$ cat src/rtl/mem_arbiter.sv
// Round-robin arbiter that shares one single-port memory between instruction fetch
// and load/store, holding each access stable for MEM_LAT cycles.
module mem_arbiter #(
  parameter int unsigned MEM_LAT = 2
) (
  input  logic        clk_i,
  input  logic        rst_i,
  input  logic        if_req_i,
  input  logic [63:0] if_addr_i,
  output logic        if_gnt_o,
  output logic        if_rvalid_o,
  output logic [63:0] if_rdata_o,
  input  logic        ls_req_i,
  input  logic        ls_we_i,
  input  logic [63:0] ls_addr_i,
  input  logic [63:0] ls_wdata_i,
  output logic        ls_gnt_o,
  output logic        ls_rvalid_o,
  output logic [63:0] ls_rdata_o,
  output logic [63:0] mem_addr_o,
  output logic [63:0] mem_wdata_o,
  output logic        mem_we_o,
  input  logic [63:0] mem_rdata_i
);

  localparam logic [3:0] CNT_LAST = 4'(MEM_LAT - 1);
  localparam logic       ID_IF    = 1'b0;
  localparam logic       ID_LS    = 1'b1;

  typedef enum logic {S_IDLE, S_ACCESS} state_e;

  state_e      state_q, state_d;
  logic [3:0]  cnt_q, cnt_d;
  logic        last_q, last_d;
  logic        owner_q, owner_d;
  logic        we_q, we_d;
  logic [63:0] addr_q, addr_d;
  logic [63:0] wdata_q, wdata_d;
  logic        if_rvalid_q, if_rvalid_d;
  logic        ls_rvalid_q, ls_rvalid_d;
  logic [63:0] if_rdata_q, if_rdata_d;
  logic [63:0] ls_rdata_q, ls_rdata_d;

  always_comb begin
    state_d     = state_q;
    cnt_d       = cnt_q;
    last_d      = last_q;
    owner_d     = owner_q;
    we_d        = we_q;
    addr_d      = addr_q;
    wdata_d     = wdata_q;
    if_rvalid_d = 1'b0;
    ls_rvalid_d = 1'b0;
    if_rdata_d  = if_rdata_q;
    ls_rdata_d  = ls_rdata_q;
    if_gnt_o    = 1'b0;
    ls_gnt_o    = 1'b0;
    mem_addr_o  = '0;
    mem_wdata_o = '0;
    mem_we_o    = 1'b0;
    case (state_q)
      S_IDLE: begin
        // Grants are suppressed under reset so no requester sees an accept that is then lost.
        if (!rst_i && (if_req_i || ls_req_i)) begin
          if (ls_req_i && (!if_req_i || last_q == ID_IF)) begin
            ls_gnt_o = 1'b1;
            owner_d  = ID_LS;
            we_d     = ls_we_i;
            addr_d   = ls_addr_i;
            wdata_d  = ls_wdata_i;
          end else begin
            if_gnt_o = 1'b1;
            owner_d  = ID_IF;
            we_d     = 1'b0;
            addr_d   = if_addr_i;
            wdata_d  = '0;
          end
          last_d  = owner_d;
          state_d = S_ACCESS;
          cnt_d   = '0;
        end
      end
      S_ACCESS: begin
        mem_addr_o  = addr_q;
        mem_wdata_o = wdata_q;
        mem_we_o    = !rst_i && we_q && (cnt_q == CNT_LAST);
        if (cnt_q == CNT_LAST) begin
          state_d = S_IDLE;
          cnt_d   = '0;
          if (owner_q == ID_LS) begin
            ls_rvalid_d = 1'b1;
            ls_rdata_d  = we_q ? 64'd0 : mem_rdata_i;
          end else begin
            if_rvalid_d = 1'b1;
            if_rdata_d  = mem_rdata_i;
          end
        end else begin
          cnt_d = cnt_q + 4'd1;
        end
      end
    endcase
  end

  always_ff @(posedge clk_i) begin
    if (rst_i) begin
      state_q     <= S_IDLE;
      cnt_q       <= '0;
      last_q      <= ID_IF;
      owner_q     <= ID_IF;
      we_q        <= 1'b0;
      addr_q      <= '0;
      wdata_q     <= '0;
      if_rvalid_q <= 1'b0;
      ls_rvalid_q <= 1'b0;
      if_rdata_q  <= '0;
      ls_rdata_q  <= '0;
    end else begin
      state_q     <= state_d;
      cnt_q       <= cnt_d;
      last_q      <= last_d;
      owner_q     <= owner_d;
      we_q        <= we_d;
      addr_q      <= addr_d;
      wdata_q     <= wdata_d;
      if_rvalid_q <= if_rvalid_d;
      ls_rvalid_q <= ls_rvalid_d;
      if_rdata_q  <= if_rdata_d;
      ls_rdata_q  <= ls_rdata_d;
    end
  end

  assign if_rvalid_o = if_rvalid_q;
  assign ls_rvalid_o = ls_rvalid_q;
  assign if_rdata_o  = if_rdata_q;
  assign ls_rdata_o  = ls_rdata_q;

endmodule

$ cat config.mk
export PLATFORM = sky130hd
export DESIGN_NAME = mem_arbiter
export DESIGN_NICKNAME = d
export VERILOG_FILES = /design/src/rtl/mem_arbiter.sv
export SDC_FILE = /design/constraint.sdc
export NUM_CORES = 1
export LEC_CHECK = 0
export ABC_AREA = 1
export CAP_MARGIN = 40
export CELL_PAD_IN_SITES_DETAIL_PLACEMENT = 1
export CELL_PAD_IN_SITES_GLOBAL_PLACEMENT = 1
export CORE_ASPECT_RATIO = 0.75
export CORE_MARGIN = 4
export CORE_UTILIZATION = 31
export DETAILED_ROUTE_END_ITERATION = 8
export HOLD_SLACK_MARGIN = 0.05
export PLACE_DENSITY_LB_ADDON = 0.1
export SYNTH_ARGS = -nofsm -noshare
export SYNTH_HDL_FRONTEND = slang
export SYNTH_SLANG_ARGS = --single-unit
$ cat constraint.sdc
create_clock -name clk_i -period 3.2 [get_ports clk_i]
set_input_delay 0.64 -clock clk_i [delete_from_list [all_inputs] [get_ports clk_i]]
set_output_delay 0.64 -clock clk_i [all_outputs]
set_load 0.01 [all_outputs]
==> flow_metrics.tcl <==
set metrics [dict create \
    status "finished, final reports clean" \
    root_buffer "clkbuf_16" \
    max-slew-margin-rel 0.4100 \
    final_cells 2777 \
    synth_area_per_cell_sq_um 6.594 \
    syn_nets 2060 \
    rr_startpoint "state_q" \
    synth_edf_count 0 \
    crit_type "in2out" \
    grt_max_degree 129 \
    multi_input_area_sq_um 5099 \
    antenna_found_initial 11 \
    rsz0062_at_grt "false" \
    synth_top_cell_by_area "dfxtp_1" \
    critPathArrivalTime_ps 2260 \
    use_met2 0.3931 \
    r2r_end "ls_rdata_o[11]" \
    crit_family "buffers and inverters" \
    synthToLayoutAreaGrowth_pct 54.62 \
    synth.area.mux_share 0 \
    cpPeakStageDelay_ps 650 \
    r2r_setup_slack_ps 1130 \
    synth-simple-area-share 0.3128 \
    wl_mm 49.94 \
    max_freq_ghz 0.3448 \
    overflow 0 \
    busiest_layer "met2" \
    drt-pass1-iter-count 4 \
    via_per_inst 4.653 \
    yosys-top-cells-area "dfxtp_1, nand2_1, inv_1" \
    layout-drive-gt1-share 0.03671 \
    ctsHoldBuffers 0 \
    synth_top_area_frac 0.4477 \
    grt_util_met3 0.06900 \
    ys_async_sr_fraction 0 \
    reg2reg_depth 6 \
    place_congestion 0.7774 \
    ir_drop_v 0.0003683 \
    clk_latency_ps 560 \
    synth_xor_area_frac 0.0007392 \
    drc 0 \
    clk_path_buf_depth 3 \
    cp_max_fo 4 \
    maxSlewViolCount 0 \
    hold_viol_final 0 \
    powerDensity_nw_per_um2 442.9 \
    ctsResizeCount 0 \
    power.leakage_uw 0.008386 \
    synth-seq-area-share 0.4477 \
    synth_commonest_cells "nand2_1, dfxtp_1, inv_1, nor2_1, nand3_1" \
    start_kind "input pin" \
    dp_slack_ps 271.3 \
    cts_max_level 1 \
    synth_top_family_by_area "simple AND/OR/NAND/NOR gates" \
    synth-compound-area-share 0.1111 \
    fillers 4713 \
    fin_worst_skew_ps 13.07 \
    grtUsageMet1 0.2763 \
    cts_sinks 265 \
    min_period_over_period 0.9063 \
    dp.cells 2712 \
    cp.required_ps 2560 \
    grt.total_usage 0.2317 \
    ant_nets 0 \
    cts_buffers 30 \
    tritoncts "built" \
    cp_cell_sequence "clkdlybuf4s50_1 > inv_1 > nand2_1 > nand3_4 > a21oi_1 > clkdlybuf4s50_1" \
    cts_setup_buffers 0 \
    cp_common_cell "clkdlybuf4s50_1" \
    synthAdderAreaFrac 0.002112 \
    hpwlAfterDp_mm 35.05 \
    cts.clk_slew.worst_paths_ps 60 \
    synth_cell_types 25 \
    synth-main-ff-cell "dfxtp_1" \
    hold_class "reg2reg" \
    rows 61 \
    wire_per_inst_um 17.98 \
    vias 12920 \
    critPathCaptureType "output pin" \
    drt_iter0_drc 659 \
    io_pins 522 \
    ff_latch_area_sq_um 5309 \
    fin_nets 2503 \
    tightestPinTransition_ps 885.0 \
    die_area_sq_um 41450 \
    synth_most_common_cell "nand2_1" \
    synth.yosys.warnings 0 \
    start_util 0.3168 \
    synth_seq_cells 265 \
    io_buffers 521 \
    core-area_sq_um 37400 \
    cap_violations 0 \
    layout_setup_ws_ps 299.8 \
    holdPathStages 2 \
    crit_buf_inv 3 \
    setup_viol_count_final 0 \
    hold_end "wdata_q[32]" \
    grt_pass1_vias 13420 \
    die_w_um 233.8 \
    cp_slowest_cell "clkdlybuf4s50_1" \
    final.min_clock_period_ps 2900 \
    syn_inst 1797 \
    hp-start "wdata_q[32]" \
    tns_ps 0 \
    die_h_um 177.3 \
    synth_area_sq_um 11850 \
    grt_pass1_wl_mm 76.68 \
]
## area by class of cell
type	count	share of cell area
Timing Repair Buffer	544	0.3002
Sequential cell	265	0.2898
Multi-Input combinational cell	1197	0.2783
Clock buffer	48	0.05136
Inverter	202	0.04145
Tap cell	504	0.03442
Clock inverter	5	0.002868
Antenna cell	12	0.001639
## layout by cell type (no fill, tap or decap)
| cell type | count |
|---|---|
| nand4_4 | 1 |
| ha_1 | 2 |
| dfxtp_1 | 264 |
| a21oi_1 | 134 |
| nand3_4 | 1 |
| buf_12 | 8 |
| buf_2 | 1 |
| nor3_4 | 1 |
| o21ai_1 | 26 |
| nand3b_1 | 2 |
| buf_16 | 1 |
| nand2_4 | 1 |
| clkinvlp_4 | 1 |
| nand2_1 | 586 |
| inv_1 | 199 |
| nand4_1 | 1 |
| clkinv_2 | 4 |
| inv_2 | 2 |
| bufinv_16 | 1 |
| nor3_1 | 1 |
| nand3_1 | 135 |
| clkbuf_8 | 8 |
| diode_2 | 12 |
| o21ai_0 | 103 |
| clkbuf_1 | 8 |
| xor2_1 | 1 |
| clkbuf_16 | 32 |
| nand2_2 | 3 |
| buf_4 | 15 |
| nor2_4 | 2 |
| clkdlybuf4s50_1 | 519 |
| nor2_1 | 197 |
| dfxtp_4 | 1 |
## worst reg2reg max path: stages (launching register included)
cell and delay (ps):
dfxtp_4 540, buf_12 280, nand2_1 130, nor2_1 130, nand2_2 370, buf_12 340, o21ai_0 210
## power by group
part	switching, uW	internal, uW	leakage, uW
Combinational	606	561	0.00575
Clock	1390	2070	0.000487
Sequential	68.6	3410	0.00215
## sequential cells by signal (all words and copies together) (netlist names)
signal / flops
cnt_q: 4
owner_q: 1
state_q: 1
if_rvalid_o: 1
ls_rvalid_o: 1
we_q: 1
if_rdata_o: 64
addr_q: 64
wdata_q: 64
ls_rdata_o: 64
## cells by family (layout without fill, tap and decap cells)
logic type               Yosys count  after routing
adder cells (fa/ha/maj)            2              2
buffers and inverters            335            799
other                              0             12
AND/OR/NAND/NOR                  931            931
flip-flops                       265            265
XOR/XNOR                           1              1
AO/OA/AOI/OAI                    263            263
## routing by layer
metal  wire length (um)  up-vias
li1                   -     6418
met1              20230     6099
met2              24380      315
met3               3458       87
met4               1853        2
met5                 13        -
## how the worst max path moves through the flow
stage	endpoint	start	depth (start not counted)
5_1_grt	if_gnt_o	if_req_i	6
6_report	if_gnt_o	if_req_i	6
3_3_place_gp	if_gnt_o	if_req_i	6
3_5_place_dp	if_gnt_o	if_req_i	6
4_1_cts	if_gnt_o	if_req_i	6
2_1_floorplan	mem_we_o	rst_i	5
## metrics by stage
step | hold slack [ps] | util | area, sq um | power, uW
after floorplan | 444.7 | - | 11850 | 4098
after global routing | 478.5 | 0.4898 | 18320 | 8523
after detailed placement | 455.8 | 0.4625 | 17300 | 4734
final | 464.2 | 0.4899 | 18320 | 8114
after CTS | 461.8 | 0.4891 | 18290 | 8240
after global placement | 451.7 | 0.4607 | 17230 | 4701
Note: power is estimated with default switching activity, not from simulation.
